`config.mk`:
```
export PLATFORM = sky130hd
export DESIGN_NAME = csr_trap_ctrl
export DESIGN_NICKNAME = d
export VERILOG_FILES = /design/src/rtl/csr_trap_ctrl.sv
export SDC_FILE = /design/constraint.sdc
export NUM_CORES = 1
export LEC_CHECK = 0
export CORE_MARGIN = 5
export CORE_UTILIZATION = 44
export CTS_CLUSTER_DIAMETER = 120
export DETAILED_ROUTE_END_ITERATION = 6
export PLACE_DENSITY_LB_ADDON = 0.15
export SLEW_MARGIN = 20
export SYNTH_ARGS = -nofsm -noshare
export SYNTH_HDL_FRONTEND = slang
export SYNTH_SLANG_ARGS = --single-unit
export TNS_END_PERCENT = 50
```
`constraint.sdc`:
```
create_clock -name clk -period 2.55 [get_ports clk]
set_input_delay 0.255 -clock clk [delete_from_list [all_inputs] [get_ports clk]]
set_output_delay 0.255 -clock clk [all_outputs]
set_load 0.01 [all_outputs]
```
`src/rtl/csr_trap_ctrl.sv`:
```
// Trap/MRET sequencer and arbiter for the single-port machine-mode CSR file.
// Build option: define CSR_TRAP_VECTORED_EN to honour vectored mtvec mode for interrupts.
module csr_trap_ctrl #(
   parameter int XLEN   = 32,
   parameter int CSR_AW = 12
) (
   input  logic              clk,
   input  logic              rst,
   input  logic              inst_we,
   input  logic [CSR_AW-1:0] inst_addr,
   input  logic [XLEN-1:0]   inst_wdata,
   output logic [XLEN-1:0]   inst_rdata,
   input  logic              trap_req,
   input  logic [XLEN-1:0]   trap_cause,
   input  logic [XLEN-1:0]   trap_pc,
   input  logic [XLEN-1:0]   trap_tval,
   input  logic              mret_req,
   output logic              trap_ack,
   output logic              mret_ack,
   output logic              busy,
   output logic              redirect_valid,
   output logic [XLEN-1:0]   redirect_pc,
   output logic              csr_we,
   output logic [CSR_AW-1:0] csr_addr,
   output logic [XLEN-1:0]   csr_wdata,
   input  logic [XLEN-1:0]   csr_rdata
);

   localparam logic [CSR_AW-1:0] ADDR_MSTATUS = CSR_AW'(12'h300);
   localparam logic [CSR_AW-1:0] ADDR_MTVEC   = CSR_AW'(12'h305);
   localparam logic [CSR_AW-1:0] ADDR_MEPC    = CSR_AW'(12'h341);
   localparam logic [CSR_AW-1:0] ADDR_MCAUSE  = CSR_AW'(12'h342);
   localparam logic [CSR_AW-1:0] ADDR_MTVAL   = CSR_AW'(12'h343);

   typedef enum logic [2:0] {
      IDLE, T_EPC, T_CAUSE, T_TVAL, T_STAT, T_VEC, M_STAT, M_EPC
   } state_t;

   state_t          state_q, state_d;
   logic [XLEN-1:0] cause_q, cause_d;
   logic [XLEN-1:0] pc_q, pc_d;
   logic [XLEN-1:0] tval_q, tval_d;
   logic            redirect_valid_q, redirect_valid_d;
   logic [XLEN-1:0] redirect_pc_q, redirect_pc_d;

   // Interrupts in vectored mode jump to base + 4*cause; everything else to base.
   function automatic logic [XLEN-1:0] trap_target(input logic [XLEN-1:0] mtvec,
                                                   input logic [XLEN-1:0] cause);
      logic [XLEN-1:0] base;
      base = {mtvec[XLEN-1:2], 2'b00};
`ifdef CSR_TRAP_VECTORED_EN
      if ((mtvec[1:0] == 2'b01) && cause[XLEN-1]) begin
         trap_target = base + {cause[XLEN-3:0], 2'b00};
      end else begin
         trap_target = base;
      end
`else
      trap_target = base;
`endif
   endfunction

   assign inst_rdata     = csr_rdata;
   assign busy           = (state_q != IDLE) | trap_req | mret_req;
   assign redirect_valid = redirect_valid_q;
   assign redirect_pc    = redirect_pc_q;

   // Next-state logic and CSR port mux, both decoded from the current state.
   always_comb begin
      state_d          = state_q;
      cause_d          = cause_q;
      pc_d             = pc_q;
      tval_d           = tval_q;
      redirect_valid_d = 1'b0;
      redirect_pc_d    = redirect_pc_q;
      trap_ack         = 1'b0;
      mret_ack         = 1'b0;
      csr_we           = 1'b0;
      csr_addr         = ADDR_MSTATUS;
      csr_wdata        = csr_rdata;
      case (state_q)
         IDLE: begin
            if (trap_req) begin
               cause_d  = trap_cause;
               pc_d     = trap_pc;
               tval_d   = trap_tval;
               trap_ack = 1'b1;
               state_d  = T_EPC;
            end else if (mret_req) begin
               mret_ack = 1'b1;
               state_d  = M_STAT;
            end else begin
               csr_we    = inst_we;
               csr_addr  = inst_addr;
               csr_wdata = inst_wdata;
            end
         end
         T_EPC: begin
            csr_we    = 1'b1;
            csr_addr  = ADDR_MEPC;
            csr_wdata = pc_q;
            state_d   = T_CAUSE;
         end
         T_CAUSE: begin
            csr_we    = 1'b1;
            csr_addr  = ADDR_MCAUSE;
            csr_wdata = cause_q;
            state_d   = T_TVAL;
         end
         T_TVAL: begin
            csr_we    = 1'b1;
            csr_addr  = ADDR_MTVAL;
            csr_wdata = tval_q;
            state_d   = T_STAT;
         end
         T_STAT: begin
            csr_we       = 1'b1;
            csr_addr     = ADDR_MSTATUS;
            csr_wdata    = csr_rdata;
            csr_wdata[7] = csr_rdata[3];
            csr_wdata[3] = 1'b0;
            state_d      = T_VEC;
         end
         T_VEC: begin
            csr_addr         = ADDR_MTVEC;
            redirect_pc_d    = trap_target(csr_rdata, cause_q);
            redirect_valid_d = 1'b1;
            state_d          = IDLE;
         end
         M_STAT: begin
            csr_we       = 1'b1;
            csr_addr     = ADDR_MSTATUS;
            csr_wdata    = csr_rdata;
            csr_wdata[3] = csr_rdata[7];
            csr_wdata[7] = 1'b1;
            state_d      = M_EPC;
         end
         M_EPC: begin
            csr_addr         = ADDR_MEPC;
            redirect_pc_d    = csr_rdata;
            redirect_valid_d = 1'b1;
            state_d          = IDLE;
         end
         default: begin
            state_d = IDLE;
         end
      endcase
   end

   // State, latched trap operands and the registered redirect.
   always_ff @(posedge clk or negedge rst) begin
      if (!rst) begin
         state_q          <= IDLE;
         cause_q          <= '0;
         pc_q             <= '0;
         tval_q           <= '0;
         redirect_valid_q <= 1'b0;
         redirect_pc_q    <= '0;
      end else begin
         state_q          <= state_d;
         cause_q          <= cause_d;
         pc_q             <= pc_d;
         tval_q           <= tval_d;
         redirect_valid_q <= redirect_valid_d;
         redirect_pc_q    <= redirect_pc_d;
      end
   end

endmodule
```
After elaboration in Yosys (flattened, before gate mapping). Cells that the tools add are included.

Register bits: 132. Input bits: 177. Output and inout port bits: 113. Logic and storage cells: 43.

Equality and inequality tests: 8. Mux-type cells: 19. Bitwise operators: 2. Reductions and logical operators: 8.

Operator list (number): $pmux 32 s6 (1); $pmux 12 s6 (1); $mux 32 (2); $pmux 32 s2 (1); $mux 12 (2); $pmux 3 s7 (1); $eq 3x3->1 const B (4); $mux 1 (8); $eq 3x2->1 const B (2); $mux 3 (2); $reduce_or 2->1 (3); $reduce_or 5->1 (1); $eq 3x1->1 const B (1); $logic_not 3->1 (1); $ne 3x3->1 const B (1); $reduce_bool 3->1 (1); $or 1x1->1 (2); $pmux 1 s2 (1); $reduce_and 2->1 (1); $reduce_bool 2->1 (1).

Longest topological paths before layout. Gate-level depths: netlist of the first run.

Depth in word-level cells: 3. Depth in mapped cells: 7. Depth with buffers taken out: 3.

Worst setup path before layout of the first run. Ideal clock, no wire load.

Kind: reg2reg. Start: register state_q[0]. End: register pc_q[22]. Setup time: 0.127 ns. Arrival time: 1.722 ns. Required time: 2.423 ns. Slack: 0.700 ns. Stages on the path, launching flop included: 8. Buffers on the path: 4. Clock period less this slack: 1.850 ns. Path through: dfrtp_1 > buf_2 > or3_1 > buf_4 > nor2_8 > buf_8 > buf_6 > mux2_1.

Cells in the longest elaborated chain, start to end: 2.

Ends and longest elaborated chain: start: declaration (RTL line 39) `state_t state_q, state_d;`; start signal: assignment (RTL line 159) `state_q <= state_d;`; $logic_not 3->1 (RTL line 80) `case (state_q)`; $reduce_and 2->1 (no source line); end signal: assignment (RTL line 161) `pc_q <= pc_d;`; end: declaration (RTL line 41) `logic [XLEN-1:0] pc_q, pc_d;`.

Every way passes these cells. A chain may end at the register's enable or synchronous reset.

Final worst setup path of the first run.
Start: register state_q[0]. End: output port csr_addr[1].

Cells in the longest elaborated chain, start to end: 3. Elaborated cells on any way between the ends: 11. Those cells by class: eq/ne (7); mux (1); reduce/logical (3).

Ends and longest elaborated chain: $eq 3x3->1 / $eq 3x1->1 (equally long branches) (RTL line 80); $reduce_or 2->1 (no source line); $pmux 12 s6 * (RTL line 80); end: declaration (RTL line 24) `output logic [CSR_AW-1:0] csr_addr,`.

Every way passes the cells marked *; elsewhere a longest branch is shown, timed or not.

==> results of run 1 <==
[path summary, 6_finish.rpt]
kind                       cells past startpoint           to       start  slack [ps]
setup / recovery                               5  csr_addr[1]  state_q[0]         100
hold / removal                                 2  cause_q[18]         rst         390
setup reg to reg                               5   cause_q[1]  state_q[0]         470
hold reg to reg                                1      pc_q[9]     pc_q[9]         480
max in group asynchronous                      3   tval_q[17]         rst        1450
min in group clk                               2      pc_q[6]  trap_pc[6]         420
[sequential cells by signal, summed over array words and instances (netlist names)]
name,flops
state_q,3
redirect_valid,1
redirect_pc,32
pc_q,32
tval_q,32
cause_q,32
[synth_stat cells]
master / instances
dfrtp_1: 132
mux2_2: 127
buf_4: 39
nand2_1: 36
nor2b_1: 34
mux2i_1: 33
a22oi_1: 31
o211ai_1: 31
clkbuf_1: 26
mux2_1: 19
mux2_4: 10
and3_1: 7
nor2_1: 6
buf_2: 4
inv_1: 4
a21oi_1: 3
nand2b_1: 3
nor3_1: 3
o21ai_0: 3
a21o_1: 2
buf_6: 2
buf_8: 2
o2bb2ai_1: 2
a2bb2oi_1: 1
a32o_1: 1
buf_1: 1
nand3_1: 1
nor2_8: 1
nor3_2: 1
nor3b_1: 1
o221ai_1: 1
o31ai_1: 1
or3_1: 1
or3b_2: 1
[timing repair]
item,4_1_cts,5_1_grt
hold buffers,1,0
buffers inserted,3,0
gates resized for setup,38,0
hold endpoints to repair,58,0
endpoints found under the setup margin,37,0
[critical path: stages, from the launching register on]
cell and delay [ps]:
dfrtp_2 420, or3_4 420, nor3_2 120, buf_4 170
a21o_1 110, clkdlybuf4s50_1 520
[power breakdown]
group | switching [uW] | internal, uW | total, uW
Combinational | 2710 | 3340 | 6050
Sequential | 538 | 3180 | 3720
Clock | 957 | 1510 | 2470
Total | 4200 | 8040 | 12200
[metrics by stage]
stage                     setup slack [ps]  util [%]  cell area, um2
after floorplan                      700.5         -            6978
after global placement               212.6     63.29            9945
after detailed placement             185.4     63.29            9945
after CTS                            75.57     67.05           10540
after global routing                 17.16     67.05           10540
final                                99.96     67.05           10540
[cell families (layout without fill, tap and decap cells)]
group | count (synthesis) | in the layout | share of synthesized area, %
multiplexers | 189 | 189 | 30.45
flip-flops | 132 | 132 | 47.34
AND/OR/NAND/NOR | 95 | 95 | 7.244
buffers and inverters | 78 | 351 | 6.903
AO/OA/AOI/OAI | 76 | 76 | 8.069
[cell type report]
class | instances | area (um2) | area share, %
timing repair buffer | 315 | 3126 | 29.67
tap | 216 | 270.3 | 2.565
inverter | 4 | 15.01 | 0.1425
multi-input combinational | 360 | 3223 | 30.59
sequential | 132 | 3306 | 31.38
clock buffer | 20 | 466.7 | 4.430
clock inverter | 12 | 128.9 | 1.223
[metal layers]
metal,vias up,share of wire (%),global-route usage [%]
met4,0,3.0,10.36
met1,2757,38,28.20
met2,256,50,42.01
li1,2545,-,-
met3,43,9.2,8.993
met5,-,0,0
==> impl_metrics.env, run 1 <==
export IMPL_finish_cell_count_without_fillers=1059
export IMPL_drt_first_pass_iters=4
export IMPL_fin_nets=1007
export IMPL_tns_ps=0
export IMPL_hold_slack_ps=387.8
export IMPL_yosys_area_top_type_share_pct=47.34
export IMPL_ios=290
export IMPL_synthesis_area_mm2=0.006978
export IMPL_grt_max_degree=62
export IMPL_clock_sinks=132
export IMPL_syn_nets=747
export IMPL_leakage_uw=0.004344
export IMPL_dieArea_mm2=0.01848
export IMPL_htree_levels=4
export IMPL_timing_fmax_mhz=408.2
export IMPL_routed_wl_mm=22.74
export IMPL_period_needed_ps=2450
export IMPL_die_h_um=135.9
export IMPL_area_growth_pct=50.98
export IMPL_grt_use_total_pct=24.73
export IMPL_nFillCells=1219
export IMPL_netlist_instances=570
export IMPL_clk_latency_ps=420
export IMPL_start_util_pct=44.41
export IMPL_slew_violations=0
export IMPL_die_x_um=135.9
export IMPL_yosysWarnings=0
export IMPL_antenna_found_initial=0
export IMPL_route_detailed_drc=0
export IMPL_max_cap_violations=0
export IMPL_hold_class="primary input to asynchronous set/reset pin"
export IMPL_max_slew_margin_pct=59.39
export IMPL_power_total_uw=12240
export IMPL_grt_setup_unrepaired="no"
export IMPL_numCtsBuffers=17
export IMPL_synth_cell_type_count=34
export IMPL_max_clock_path_buffers=2
export IMPL_path_max_fanout=7
export IMPL_path_clk_slew_ps=60
export IMPL_cts_tree="yes"
export IMPL_synth_area_top_cells="dfrtp_1, mux2_2, mux2i_1, buf_4, a22oi_1"
export IMPL_power_density_mw_per_mm2=1161
export IMPL_min_period_over_period_pct=96.08
export IMPL_grt_pass1_wl_mm=34.73
export IMPL_cp_arrival_ps=2200
export IMPL_routedWlPerCell_um=21.47
export IMPL_cp_data_required_time_ps=2300
export IMPL_skew_ps=5.321
export IMPL_dp_cells=1023
export IMPL_worst_slew_pin_slew_ps=609.1
export IMPL_cp_start_kind="flip-flop"
export IMPL_via_per_inst=5.289
export IMPL_yosysSeqAreaShare_pct=47.34
export IMPL_cts_root_buf="clkbuf_16"
export IMPL_antenna_cells=0
export IMPL_gp_congestion=0.8786
export IMPL_dp_hpwl_mm=16.90
export IMPL_final_setup_viol_count=0
export IMPL_layout_common_cells="clkdlybuf4s50_1, dfrtp_1, mux2_2"
export IMPL_core_area_mm2=0.01571
export IMPL_drtAntennaViolNets=0
export IMPL_layout_commonest_cell="clkdlybuf4s50_1"
export IMPL_hold_violations=0
export IMPL_grt_overflow=0
export IMPL_worst_setup_path_type="flip-flop to output port"
export IMPL_rows=46
export IMPL_syn_avg_cell_area_um2=12.24
export IMPL_via_count=5601
export IMPL_drive_gt1_share_pct=24.32
export IMPL_vdd_drop_max_mv=0.7156
export IMPL_synth_top_cell_by_area="dfrtp_1"
export IMPL_end_kind="output port"
export IMPL_io_buffer_count=289
export IMPL_ys_seq_elements=132
export IMPL_status="complete, no violations"
export IMPL_drtIter0Drc=233
export IMPL_grt_pass1_vias=6251
(Power assumes the default switching activity.)
==> run 2: changes to the inputs <==
--- a/config.mk
+++ b/config.mk
@@ -8,8 +8,10 @@
 export CORE_MARGIN = 5
 export CORE_UTILIZATION = 44
 export CTS_CLUSTER_DIAMETER = 120
+export CTS_CLUSTER_SIZE = 12
 export DETAILED_ROUTE_END_ITERATION = 6
 export PLACE_DENSITY_LB_ADDON = 0.15
+export REMOVE_ABC_BUFFERS = 1
 export SLEW_MARGIN = 20
 export SYNTH_ARGS = -nofsm -noshare
 export SYNTH_HDL_FRONTEND = slang
==> run 2 against run 1 <==
Final area rose by 0.94%. Setup slack better by 0.98 ps. Sequential power hardly changed. Sequential cell count is the same. Routed wire length shrank 6.6%. Non-clock buffer count grew 7. Critical path type unchanged. Clock power up 5%. Die area unchanged. Hold slack got worse by 68 ps.
==> impl_metrics.env, run 2 (synthesis results as in run 1) <==
export IMPL_hold_violations=0
export IMPL_leakage_uw=0.004394
export IMPL_worst_slew_pin_slew_ps=459.0
export IMPL_met1_usage_pct=27.38
export IMPL_grt_pass1_vias=6013
export IMPL_via_count=5546
export IMPL_core_area_mm2=0.01571
export IMPL_power_density_mw_per_mm2=1161
export IMPL_path_cells="or3_4, nor3_2, buf_4, a21o_1, clkdlybuf4s50_1"
export IMPL_path_clk_slew_ps=60
export IMPL_busiest_layer="met2"
export IMPL_grt_setup_unrepaired="no"
export IMPL_fin_nets=1014
export IMPL_path_delay_family="buffers and inverters"
export IMPL_drive_gt1_share_pct=24.62
export IMPL_cp_arrival_ps=2190
export IMPL_hold_slack_ps=320.0
export IMPL_grt_pass1_wl_mm=32.94
export IMPL_final_area_mm2=0.01063
export IMPL_place_area_mm2=0.01003
export IMPL_start_util_pct=44.41
export IMPL_finish_cell_count_without_fillers=1066
export IMPL_clock_sinks=132
export IMPL_reg2reg_slack_ps=470
export IMPL_ios=290
export IMPL_grt_overflow=0
export IMPL_via_per_inst=5.203
export IMPL_die_x_um=135.9
export IMPL_numCtsBuffers=17
export IMPL_antenna_found_initial=1
export IMPL_use_met2_pct=40.13
export IMPL_area_growth_pct=52.39
export IMPL_drt_first_pass_iters=4
export IMPL_max_clock_path_buffers=2
export IMPL_dp_hpwl_mm=15.84
export IMPL_final_setup_viol_count=0
export IMPL_cts_root_buf="clkbuf_16"
export IMPL_min_period_over_period_pct=96.04
export IMPL_skew_ps=7.689
export IMPL_end_kind="output port"
export IMPL_vdd_drop_max_mv=0.6347
export IMPL_worst_setup_path_type="flip-flop to output port"
export IMPL_reg2regPathDepth=6
export IMPL_cts_tree="yes"
export IMPL_tns_ps=0
export IMPL_path_max_fanout=7
export IMPL_dieArea_mm2=0.01848
export IMPL_io_buffer_count=289
export IMPL_die_h_um=135.9
export IMPL_layout_commonest_cell="clkdlybuf4s50_1"
export IMPL_clk_latency_ps=420
export IMPL_route_detailed_drc=0
export IMPL_drtAntennaViolNets=0
export IMPL_r2r_end="cause_q[14]"
export IMPL_cp_start_kind="flip-flop"
export IMPL_slew_violations=0
export IMPL_routedWlPerCell_um=19.93
export IMPL_drtIter0Drc=172
export IMPL_period_needed_ps=2449
export IMPL_htree_levels=4
export IMPL_timing_fmax_mhz=408.3
export IMPL_cts_setup_buffers=0
export IMPL_max_slew_margin_pct=69.40
export IMPL_rows=46
export IMPL_grt_max_degree=57
export IMPL_utilization_pct=67.68
export IMPL_dp_cells=1033
export IMPL_grtUsageMet3_pct=7.291
export IMPL_status="complete, no violations"
export IMPL_cpMaxStageDelayCell="clkdlybuf4s50_1"
export IMPL_gp_congestion=0.8210
export IMPL_max_cap_violations=0
export IMPL_grt_use_total_pct=23.25
export IMPL_path_buf_inv=2
export IMPL_cp_data_required_time_ps=2300
export IMPL_routed_wl_mm=21.24
export IMPL_cp_slowest_stage_delay_ps=530
export IMPL_hold_class="primary input to asynchronous set/reset pin"
export IMPL_layout_common_cells="clkdlybuf4s50_1, dfrtp_1, mux2_2"
export IMPL_regToRegStartpoint="state_q[0]"
==> run 2: changes by cell type in the layout (fill, tap and decap cells not counted) <==
cell and change:
buf_12 +1, buf_4 +6, bufinv_16 +2, clkbuf_1 +2, clkdlybuf4s50_1 +1, clkinv_2 -1, clkinv_4 -1, clkinvlp_4 -2
diode_2 +1, dlygate4sd2_1 -1, inv_6 -1
==> run 2: what timing repair did <==
action | CTS | global route
gates resized for setup | 37 | 0
hold endpoints to repair | 42 | 0
hold buffers | 1 | 0
endpoints found under the setup margin | 37 | 0
==> run 2: worst max-delay path by stage <==
stage | from | end | slack (ps) | cells past startpoint
2_1_floorplan | state_q[2] | cause_q[0] | -980 | 3
3_3_place_gp | state_q[2] | csr_wdata[18] | 300 | 6
3_5_place_dp | state_q[2] | csr_wdata[18] | 300 | 6
4_1_cts | state_q[0] | csr_addr[1] | 70 | 5
5_1_grt | state_q[0] | csr_addr[1] | 20 | 5
6_report | state_q[0] | csr_addr[1] | 100 | 5
==> run 2: per-stage QoR <==
stage / total power, uW / worst slack [ps]
2_1_floorplan: 7002 / -981.2
3_3_place_gp: 9886 / 299.6
3_5_place_dp: 10100 / 297.3
4_1_cts: 12480 / 68.29
5_1_grt: 13110 / 16.91
6_report: 12350 / 100.9
==> run 2: per-layer routing <==
layer  up-vias  wire length, um
li1       2561                -
met3        28             1646
met5         -                0
met4         0              434
met2       205            10730
met1      2752             8435
==> run 2: layout make-up <==
| type | count | area (um2) |
|---|---|---|
| diodes | 1 | 2.502 |
| multi-input cells | 360 | 3223 |
| repair buffers | 322 | 3192 |
| clock inverters | 9 | 151.4 |
| flip-flops and latches | 132 | 3306 |
| clock buffers | 22 | 474.2 |
| fillers | 1208 | 5079 |
| well taps | 216 | 270.3 |
| inverters | 4 | 15.01 |
==> run 2: where the power goes <==
group / internal [uW] / total [uW] / switching, uW
logic: 3390 / 6040 / 2660
clock network: 1700 / 2600 / 900
registers: 3180 / 3700 / 520
